<file path="src/rtl/axis_result_packer_pkg.sv">
// Shared accelerator constants and FSM encoding for the class-sum packer.
// Geometry of the output stream and the frame-length check are defined here.
package axis_result_packer_pkg;

  localparam int ACC_DATA_WIDTH  = 128;
  localparam int ACC_SUM_WIDTH   = 16;
  localparam int ACC_LANES       = ACC_DATA_WIDTH / ACC_SUM_WIDTH;
  localparam int ACC_NUM_CLASSES = 10;

  typedef enum logic {
    ST_FILL = 1'b0,
    ST_SEND = 1'b1
  } pack_state_e;

  // A frame is malformed if it ends early, or if the expected final class is not flagged last.
  function automatic logic len_error(input int cls_idx, input logic last, input int num_classes);
    return last ? (cls_idx != num_classes - 1) : (cls_idx == num_classes - 1);
  endfunction

endpackage

</file>
<file path="src/rtl/axis_result_packer.sv">
// Packs a stream of signed class sums into AXI-Stream beats, LANES sums per beat,
// closing a beat early on the final sum of a frame.
module axis_result_packer
  import axis_result_packer_pkg::*;
#(
  parameter int DATA_WIDTH  = ACC_DATA_WIDTH,
  parameter int SUM_WIDTH   = ACC_SUM_WIDTH,
  parameter int NUM_CLASSES = ACC_NUM_CLASSES
) (
  input  logic                  clk,
  input  logic                  rst,
  input  logic [SUM_WIDTH-1:0]  sum_data,
  input  logic                  sum_valid,
  input  logic                  sum_last,
  output logic                  sum_ready,
  output logic [DATA_WIDTH-1:0] M_AXIS_TDATA,
  output logic                  M_AXIS_TVALID,
  input  logic                  M_AXIS_TREADY,
  output logic                  M_AXIS_TLAST,
  output logic [15:0]           frame_count,
  output logic                  err_len
);

  localparam int LANES = DATA_WIDTH / SUM_WIDTH;
  localparam int LW    = (LANES > 1) ? $clog2(LANES) : 1;

  pack_state_e           state_q, state_d;
  logic [LW-1:0]         lane_q, lane_d;
  logic [15:0]           class_q, class_d;
  logic [DATA_WIDTH-1:0] buf_q, buf_d;
  logic                  last_q, last_d;
  logic [15:0]           fcnt_q, fcnt_d;
  logic                  err_q, err_d;

  logic sum_acc, beat_acc;

  assign sum_acc  = sum_valid & sum_ready;
  assign beat_acc = M_AXIS_TVALID & M_AXIS_TREADY;

  always_ff @(posedge clk) begin
    if (rst) state_q <= ST_FILL;
    else     state_q <= state_d;
  end

  always_comb begin
    state_d = state_q;
    case (state_q)
      ST_FILL: if (sum_acc && (lane_q == LW'(LANES - 1) || sum_last)) state_d = ST_SEND;
      ST_SEND: if (M_AXIS_TREADY) state_d = ST_FILL;
      default: state_d = ST_FILL;
    endcase
  end

  always_comb begin
    sum_ready     = (state_q == ST_FILL);
    M_AXIS_TVALID = (state_q == ST_SEND);
  end

  // The buffer only changes in FILL, so TDATA/TLAST hold while a beat is stalled.
  always_comb begin
    buf_d   = buf_q;
    lane_d  = lane_q;
    class_d = class_q;
    last_d  = last_q;
    fcnt_d  = fcnt_q;
    err_d   = err_q;
    if (sum_acc) begin
      buf_d[lane_q*SUM_WIDTH +: SUM_WIDTH] = sum_data;
      lane_d  = lane_q + 1'b1;
      class_d = class_q + 16'd1;
      last_d  = sum_last;
      if (len_error(int'(class_q), sum_last, NUM_CLASSES)) err_d = 1'b1;
    end
    if (beat_acc) begin
      buf_d  = '0;
      lane_d = '0;
      last_d = 1'b0;
      if (last_q) begin
        class_d = '0;
        fcnt_d  = fcnt_q + 16'd1;
      end
    end
  end

  always_ff @(posedge clk) begin
    if (rst) begin
      buf_q   <= '0;
      lane_q  <= '0;
      class_q <= '0;
      last_q  <= 1'b0;
      fcnt_q  <= '0;
      err_q   <= 1'b0;
    end else begin
      buf_q   <= buf_d;
      lane_q  <= lane_d;
      class_q <= class_d;
      last_q  <= last_d;
      fcnt_q  <= fcnt_d;
      err_q   <= err_d;
    end
  end

  assign M_AXIS_TDATA = buf_q;
  assign M_AXIS_TLAST = last_q;
  assign frame_count  = fcnt_q;
  assign err_len      = err_q;

endmodule

</file>
<file path="config.mk">
export PLATFORM = sky130hd
export DESIGN_NAME = axis_result_packer
export DESIGN_NICKNAME = d
export VERILOG_FILES = /design/src/rtl/axis_result_packer_pkg.sv /design/src/rtl/axis_result_packer.sv
export SDC_FILE = /design/constraint.sdc
export NUM_CORES = 1
export LEC_CHECK = 0
export CAP_MARGIN = 10
export CORE_ASPECT_RATIO = 0.7
export CORE_MARGIN = 4
export CORE_UTILIZATION = 53
export CTS_CLUSTER_DIAMETER = 150
export DETAILED_ROUTE_END_ITERATION = 8
export PLACE_DENSITY = 0.93
export SYNTH_ARGS = -nofsm -noshare
export SYNTH_HDL_FRONTEND = slang
export SYNTH_SLANG_ARGS = --single-unit
</file>
<file path="constraint.sdc">
create_clock -name clk -period 3.7 [get_ports clk]
set_clock_uncertainty 0.15 [all_clocks]
set_input_delay 0.555 -clock clk [delete_from_list [all_inputs] [get_ports clk]]
set_output_delay 0.555 -clock clk [all_outputs]
set_load 0.01 [all_outputs]
</file>
# After elaboration in Yosys (flattened, before gate mapping)

Cells that the tools add are included.
Widths: inputs -> output; s select.

Register bits after elaboration: 166
Input port bits: 21
Output and inout port bits: 148
Word-level logic and storage cells: 32

Add/subtract/negate cells: 4
Eq/ne operators: 3
Shifts and indexed selects: 2
Muxes and demuxes: 8
Bitwise gates (word level): 3
Reduce and logical (&&, ||, !) cells: 5

Operators by type and width:

| operator                  | count |
|---|---|
| $bwmux 128                | 1 |
| $shift 16x34->128 const A | 1 |
| $shiftx 16x34->128        | 1 |
| $mux 16                   | 3 |
| $neg 7->34                | 1 |
| $add 16x1->16 const B     | 2 |
| $eq 16x5->1 const B       | 1 |
| $ne 16x5->1 const B       | 1 |
| $reduce_and 2->1          | 2 |
| $add 3x1->3 const B       | 1 |
| $eq 3x3->1 const B        | 1 |
| $mux 1                    | 3 |
| $and 1x1->1               | 2 |
| $pmux 1 s2                | 1 |
| $reduce_or 2->1           | 1 |
| $logic_and 1x1->1         | 1 |
| $logic_or 1x1->1          | 1 |
| $not 1->1                 | 1 |

# Longest topological paths before layout

Gate-level depths: netlist of run 1.

Depth after elaboration: 5
Depth in mapped cells: 11
Gate-level depth less buffers: 7

# Least setup slack after synthesis of run 1

Ideal clock, no wire load.

Path type: reg-to-reg
Start point: register lane_q[0]
End point: register buf_q[48], in the netlist M_AXIS_TDATA[48]
Library setup time: 0.070 ns
Data arrival time: 2.325 ns
Required time: 3.480 ns
Slack: 1.154 ns
Stages on the path, launching flop included: 12
Path buffers: 4
Clock period less this slack: 2.546 ns
Cells stage by stage: dfxtp_1 > buf_6 > inv_1 > ha_1 > ha_1 > buf_2 > o31a_1 > and3_1 > clkbuf_1 > clkbuf_1 > nand3_1 > a21oi_1

Word-level cells in the longest chain between the ends: 3
Elaborated cells between the ends (all ways): 4
Those cells by class: 1 x add/sub; 2 x shift; 1 x mux

Ends and longest elaborated chain:

| element                                                 | line                     | text |
|---|---|---|
| start, declared                                         | axis_result_packer.sv:28 | `logic [LW-1:0] lane_q, lane_d;` |
| start signal, assigned                                  | axis_result_packer.sv:95 | `lane_q <= lane_d;` |
| $neg 7->34 (*)                                          | axis_result_packer.sv:68 | `buf_d[lane_q*SUM_WIDTH +: SUM_WIDTH] = sum_data;` |
| $shiftx 16x34->128 or $shift 16x34->128 (tied branches) | axis_result_packer.sv:68 |  |
| $bwmux 128 (*)                                          | axis_result_packer.sv:68 |  |
| end signal, assigned                                    | axis_result_packer.sv:94 | `buf_q <= buf_d;` |
| end, declared                                           | axis_result_packer.sv:30 | `logic [DATA_WIDTH-1:0] buf_q, buf_d;` |

Every way passes the cells marked *; elsewhere a longest branch is shown, timed or not.
A chain may end at the register's enable or synchronous reset.

# Final worst setup path of run 1

Start point: register lane_q[0]
End point: register buf_q[68], in the netlist M_AXIS_TDATA[68]

Same word-level chain as after synthesis.

==> run summary, run 1 <==
run status - finished, final reports clean
IR Drop Worst-Case VDD - 0.000367 V
warnings from Yosys - 0
met2 Use GR - 0.439
kind of end point of the critical path - flip-flop
Post-CTS Setup Repair Bufs - 0
Synth async-reset ratio - 0
Critical-path top delay cell - sky130_fd_sc_hd__dfxtp_1
via count of the first global-routing pass - 6,196
Arrival @ worst endpoint - 3.27 ns
average cell area after synthesis - 8.09 um^2
horizontal extent of the die - 142 um
I/O pin cnt - 169
Max transition margin - 0.233
number of nets in the final layout - 977
most frequent cells in the layout - sky130_fd_sc_hd__clkdlybuf4s50_1 (168), sky130_fd_sc_hd__dfxtp_1 (166), sky130_fd_sc_hd__nand2_1 (164), sky130_fd_sc_hd__a21oi_1 (140), sky130_fd_sc_hd__nand3_1 (127)
share of synthesized area occupied by flip-flops and latches - 0.501
net count after synthesis - 852
hold bufs inserted after CTS - 0
weighted congestion at the end of routability-driven global placement - 0.857
routed via count - 6,531
primary flip-flop cell chosen by synthesis mapping - sky130_fd_sc_hd__dfxtp_1
Final Max Slew Viols - 0
startpoint class of the critical path - flip-flop
initial core utilization - 0.554
post-DR vias/cell - 5.85
Overall Power - 3890 uW
Core ar. - 12,000 um^2
WP buf/inv - 1
required time worst endpoint - 3.84 ns
highest achievable clock rate - 320 MHz
routed wire length per instance - 18.4 um
reg-to-reg endpoint - M_AXIS_TDATA[68]
number of distinct standard cells referenced by the synthesized netlist - 39
die footprint - 14,400 um^2
endpoint of the worst setup timing path - M_AXIS_TDATA[68]
Die Span Y - 102 um
worst min path class - reg -> reg
synth-to-layout area growth - 34.4%
antenna violations before repair - 0
period utilization - 0.846
total negative slack for setup checks - 0 ns
leak pwr - 0.00291 uW
total length of routed wires - 20,600 um
first drt pass iteration count - 5
maximum single-stage delay on the critical path - 0.57 ns
Worst Hold Launch - M_AXIS_TDATA[53]
Top Family by Delay on Critical Path - simple AND/OR/NAND/NOR gates
final number of hold-violating endpoints - 0
layer with the highest usage after global routing - met2
# resized after CTS - 0
register-to-register setup slack - 0.57 ns
ratio of cells with drive above 1 in the final layout - 0.0542
worst-skew pair later-pin latency - 0.42 ns
critical path cell sequence - inv_1 > ha_1 > ha_1 > o31a_1 > nand3_1 > nand2_1 > a21oi_1
clock tree root driver cell - sky130_fd_sc_hd__clkbuf_16
H-tree Lvls - 4
startpoint of the lowest-slack register-to-register path - lane_q[0]
final worst path period need - 3.13 ns
post-detailed-route count of antenna-violating nets - 0
fillcell total - 836
most frequent standard cell in the layout excluding fill and tap cells - sky130_fd_sc_hd__clkdlybuf4s50_1
# rows - 33
post-CTS clock slew at the launch and capture registers of the worst setup and hold paths - 0.07 ns
global-route wire length before repair - 32,000 um
violation count after the first detailed-route iteration - 552
drt drc - 0
transition time at the pin with the least slew margin - 1.14 ns
global-route met1 utilization - 0.381
summed instance area of the synthesized netlist - 6640 um^2
clock sink total - 166
critical setup path kind - reg -> reg
total of max-cap violations - 0
GR Util met3 - 0.0618
reg2reg path depth - 7
total half-perimeter wirelength after legalization and detailed placement - 13,400 um
register bit total from synthesis - 166
total clock buffers created by CTS - 17
overall routing resource usage - 0.279
start point of the critical path - lane_q[0]
library cell appearing most often on the critical path - sky130_fd_sc_hd__ha_1
instance count on the critical path - 7
pwr dens - 436 nW/um^2
synthesized instance count - 821
setup-violating endpoint count in the final report - 0
EDFF count, synth - 0
largest net degree at the start of global routing - 56
biggest fanout along the worst timing path - 16
CTS tree - yes
global route overflow - 0
RSZ-0062 raised after global routing - false
count of antenna diodes in the layout - 0
buffers from clock root to sink, at most - 2
number of buffers inserted by port buffering - 168
worst min-delay path by stage:
stage	to	slack, ns	depth (start not counted)
floorplan	class_q[15]	0.32	2
global placement	M_AXIS_TDATA[73]	0.29	2
detailed placement	M_AXIS_TDATA[50]	0.30	2
CTS	M_AXIS_TDATA[53]	0.30	2
global route	M_AXIS_TDATA[42]	0.32	2
finish	M_AXIS_TDATA[53]	0.31	2
registers in the layout, indices dropped and copies added (netlist names):
signal and flops:
frame_count 16, lane_q 3, err_len 1, M_AXIS_TVALID 1, M_AXIS_TDATA 128, M_AXIS_TLAST 1
class_q 16
cell type report:
type                            count  area (um^2)  area share
Timing Repair Buffer              180         1780       0.200
Multi-Input combinational cell    571         2990       0.335
Clock buffer                       18          429      0.0481
Tap cell                          157          196      0.0220
Inverter                           10         37.5     0.00421
Clock inverter                     14          163      0.0182
Sequential cell                   166         3320       0.372
Yosys cell counts, types with 2 or more instances:
cell                       number  area, um^2
sky130_fd_sc_hd__and4_1         4        35.0
sky130_fd_sc_hd__ha_1          10         125
sky130_fd_sc_hd__nor3_1         5        25.0
sky130_fd_sc_hd__o21ai_0        6        30.0
sky130_fd_sc_hd__nand2_1      164         616
sky130_fd_sc_hd__clkbuf_1      60         225
sky130_fd_sc_hd__buf_2          7        35.0
sky130_fd_sc_hd__nand4_1        9        56.3
sky130_fd_sc_hd__buf_6          2        22.5
sky130_fd_sc_hd__nor2b_1        2        12.5
sky130_fd_sc_hd__nor4b_2        4        60.1
sky130_fd_sc_hd__nand2b_1       4        25.0
sky130_fd_sc_hd__dfxtp_1      166        3320
sky130_fd_sc_hd__nor2_1        26        97.6
sky130_fd_sc_hd__or4_1          7        52.6
sky130_fd_sc_hd__inv_1         10        37.5
sky130_fd_sc_hd__a21o_1         2        15.0
sky130_fd_sc_hd__nor4_1         7        43.8
sky130_fd_sc_hd__buf_1          5        18.8
sky130_fd_sc_hd__xnor2_1       10        87.6
sky130_fd_sc_hd__nor3b_1        2        15.0
sky130_fd_sc_hd__xor2_1        11        96.3
sky130_fd_sc_hd__and3_1         7        43.8
sky130_fd_sc_hd__o211ai_1       2        15.0
sky130_fd_sc_hd__a21oi_1      140         701
sky130_fd_sc_hd__nand4b_1       5        43.8
sky130_fd_sc_hd__nand3_1      127         636
sky130_fd_sc_hd__or3_1          6        37.5
cells by family after synthesis:
| kind of cell | count (synthesis) | synth area share |
|---|---|---|
| buffers and inverters | 84 | 0.0511 |
| muxes | 1 | 0.00151 |
| xor gates and xnor gates | 21 | 0.0277 |
| DFF | 166 | 0.501 |
| AOI/OAI and AO/OA | 154 | 0.119 |
| adders and majority gates | 10 | 0.0188 |
| and+or+nand+nor | 385 | 0.281 |
metrics by stage:
step | hold slack (ns) | cell area, um^2 | setup WS [ns] | utilization | cells
final | 0.308 | 8920 | 0.572 | 0.745 | 1116
after global routing | 0.324 | 8920 | 0.353 | 0.745 | 1116
after CTS | 0.305 | 8920 | 0.669 | 0.745 | 1116
after detailed placement | 0.297 | 8330 | 0.747 | 0.696 | 1084
after global placement | 0.288 | 8330 | 0.836 | 0.696 | 1084
after floorplan | 0.316 | 6640 | 1.15 | - | 821
per-layer routing:
layer,up-vias,part of all wire
li1,3065,-
met1,3071,0.43
met2,348,0.45
met3,47,0.10
met4,0,0.025
met5,-,0
where the power goes:
| group | internal, uW | switching [uW] | total, uW |
|---|---|---|---|
| combinational | 90.9 | 180 | 271 |
| clock | 1010 | 776 | 1790 |
| sequential | 1810 | 22.4 | 1830 |
worst reg2reg max path: stages (launching register included):
cell and delay (ns):
sky130_fd_sc_hd__dfxtp_1 0.57, sky130_fd_sc_hd__inv_1 0.21, sky130_fd_sc_hd__ha_1 0.27, sky130_fd_sc_hd__ha_1 0.50
sky130_fd_sc_hd__o31a_1 0.39, sky130_fd_sc_hd__nand3_1 0.56, sky130_fd_sc_hd__nand2_1 0.26, sky130_fd_sc_hd__a21oi_1 0.10
No activity file was read; power rests on OpenSTA's default activity.
==> inputs of run 2 (changes only) <==
- CORE_UTILIZATION: 53 -> 49
- PLACE_DENSITY: 0.93 -> 0.87
- clock period: 3.7 -> 2.9 ns (I/O delays scaled with it)
==> run summary, run 2 (same netlist as run 1, synthesis figures left out) <==
number of nets in the final layout - 988
Post-Layout Cell Count - 1,155
run status - finished, final reports clean
horizontal extent of the die - 147 um
critical path cell sequence - inv_1 > ha_1 > ha_1 > o31a_1 > and3_2 > nand3_1 > a21oi_1
weighted congestion at the end of routability-driven global placement - 0.872
Final Hold Slack - 0.304 ns
final worst path period need - 2.64 ns
post-CTS clock slew at the launch and capture registers of the worst setup and hold paths - 0.07 ns
first drt pass iteration count - 5
transition time at the pin with the least slew margin - 0.661 ns
overall routing resource usage - 0.256
highest achievable clock rate - 379 MHz
max FFs per register - 128
maximum single-stage delay on the critical path - 0.46 ns
synth-to-layout area growth - 36.1%
critical setup path kind - reg -> reg
leak pwr - 0.00295 uW
RSZ-0062 raised after global routing - false
fillcell total - 1,076
global route overflow - 0
worst-skew pair later-pin latency - 0.42 ns
post-detailed-route count of antenna-violating nets - 0
clock tree root driver cell - sky130_fd_sc_hd__clkbuf_16
biggest fanout along the worst timing path - 16
H-tree Lvls - 4
total half-perimeter wirelength after legalization and detailed placement - 13,600 um
routed via count - 6,507
initial core utilization - 0.502
Critical-path top delay cell - sky130_fd_sc_hd__dfxtp_1
area of combinational cells with multiple inputs - 3010 um^2
count of antenna diodes in the layout - 0
setup-violating endpoint count in the final report - 0
WP buf/inv - 1
largest net degree at the start of global routing - 45
Core ar. - 13,200 um^2
required time worst endpoint - 3.09 ns
via count of the first global-routing pass - 6,032
Final Max Slew Viols - 0
kind of end point of the critical path - flip-flop
ratio of cells with drive above 1 in the final layout - 0.0722
# rows - 35
final number of hold-violating endpoints - 0
Worst Setup Slack post-DPL - 0.244 ns
total negative slack for setup checks - 0 ns
buffers from clock root to sink, at most - 2
clock sink total - 166
startpoint class of the critical path - flip-flop
Top Family by Delay on Critical Path - adder cells
post-DR vias/cell - 5.63
Die Span Y - 105 um
most frequent cells in the layout - sky130_fd_sc_hd__clkdlybuf4s50_1 (168), sky130_fd_sc_hd__dfxtp_1 (166), sky130_fd_sc_hd__nand2_1 (164), sky130_fd_sc_hd__a21oi_1 (140), sky130_fd_sc_hd__nand3_1 (124)
period utilization - 0.910
Reg area - 3320 um^2
I/O pin cnt - 169
most frequent standard cell in the layout excluding fill and tap cells - sky130_fd_sc_hd__clkdlybuf4s50_1
drt drc - 0
CTS tree - yes
die footprint - 15,500 um^2
routed wire length per instance - 17.8 um
total length of routed wires - 20,500 um
total of max-cap violations - 0
total clock buffers created by CTS - 17
library cell appearing most often on the critical path - sky130_fd_sc_hd__ha_1
violation count after the first detailed-route iteration - 569
global-route wire length before repair - 32,200 um
Post-CTS Setup Repair Bufs - 0
register-to-register setup slack - 0.26 ns
Arrival @ worst endpoint - 2.83 ns
hold bufs inserted after CTS - 0
antenna violations before repair - 0
pwr dens - 535 nW/um^2
IR Drop Worst-Case VDD - 0.000542 V
minimum setup slack in the final design - 0.262 ns
Max transition margin - 0.558
number of buffers inserted by port buffering - 168
worst min path class - reg -> reg
Inst Count DP - 1,123
# resized after CTS - 0
-- run 2: per-stage QoR --
stage	total power, uW	instance area, um^2	utilization
floorplan	2580	6640	-
global placement	2730	8460	0.640
detailed placement	2730	8460	0.640
CTS	4830	9020	0.682
global route	4970	9040	0.683
finish	4840	9040	0.683
-- run 2: metal layers --
metal	GRT usage	share of wire	wire [um]	vias up
met3	0.0606	0.095	1950	38
met4	0.0685	0.018	365	0
li1	-	-	-	3085
met5	0	0	0	-
met1	0.367	0.45	9220	3032
met2	0.388	0.44	9000	352
-- run 2: worst paths after layout --
kind                           from                 to  cells past startpoint
setup / recovery          lane_q[1]   M_AXIS_TDATA[68]                      7
hold / removal    M_AXIS_TDATA[123]  M_AXIS_TDATA[123]                      2
setup reg to reg          lane_q[1]   M_AXIS_TDATA[68]                      7
hold reg to reg   M_AXIS_TDATA[123]  M_AXIS_TDATA[123]                      2
-- run 2: report_power, final --
group	switching [uW]	internal, uW	total [uW]
combinational	239	127	366
sequential	24.9	2300	2330
clock	1000	1140	2150
total	1260	3580	4840
-- run 2: area by class of cell --
| class | count | share of cell area |
|---|---|---|
| clock inverters | 14 | 0.0132 |
| flip-flops and latches | 166 | 0.368 |
| repair buffers | 191 | 0.208 |
| multi-input cells | 571 | 0.333 |
| well taps | 185 | 0.0256 |
| inverters | 10 | 0.00415 |
| clock buffers | 18 | 0.0486 |
-- run 2: worst reg2reg max path, cell delays in order (launching register included) --
cell	delay (ns)
sky130_fd_sc_hd__dfxtp_1	0.46
sky130_fd_sc_hd__inv_1	0.10
sky130_fd_sc_hd__ha_1	0.21
sky130_fd_sc_hd__ha_1	0.46
sky130_fd_sc_hd__o31a_1	0.40
sky130_fd_sc_hd__and3_2	0.45
sky130_fd_sc_hd__nand3_1	0.12
sky130_fd_sc_hd__a21oi_1	0.21
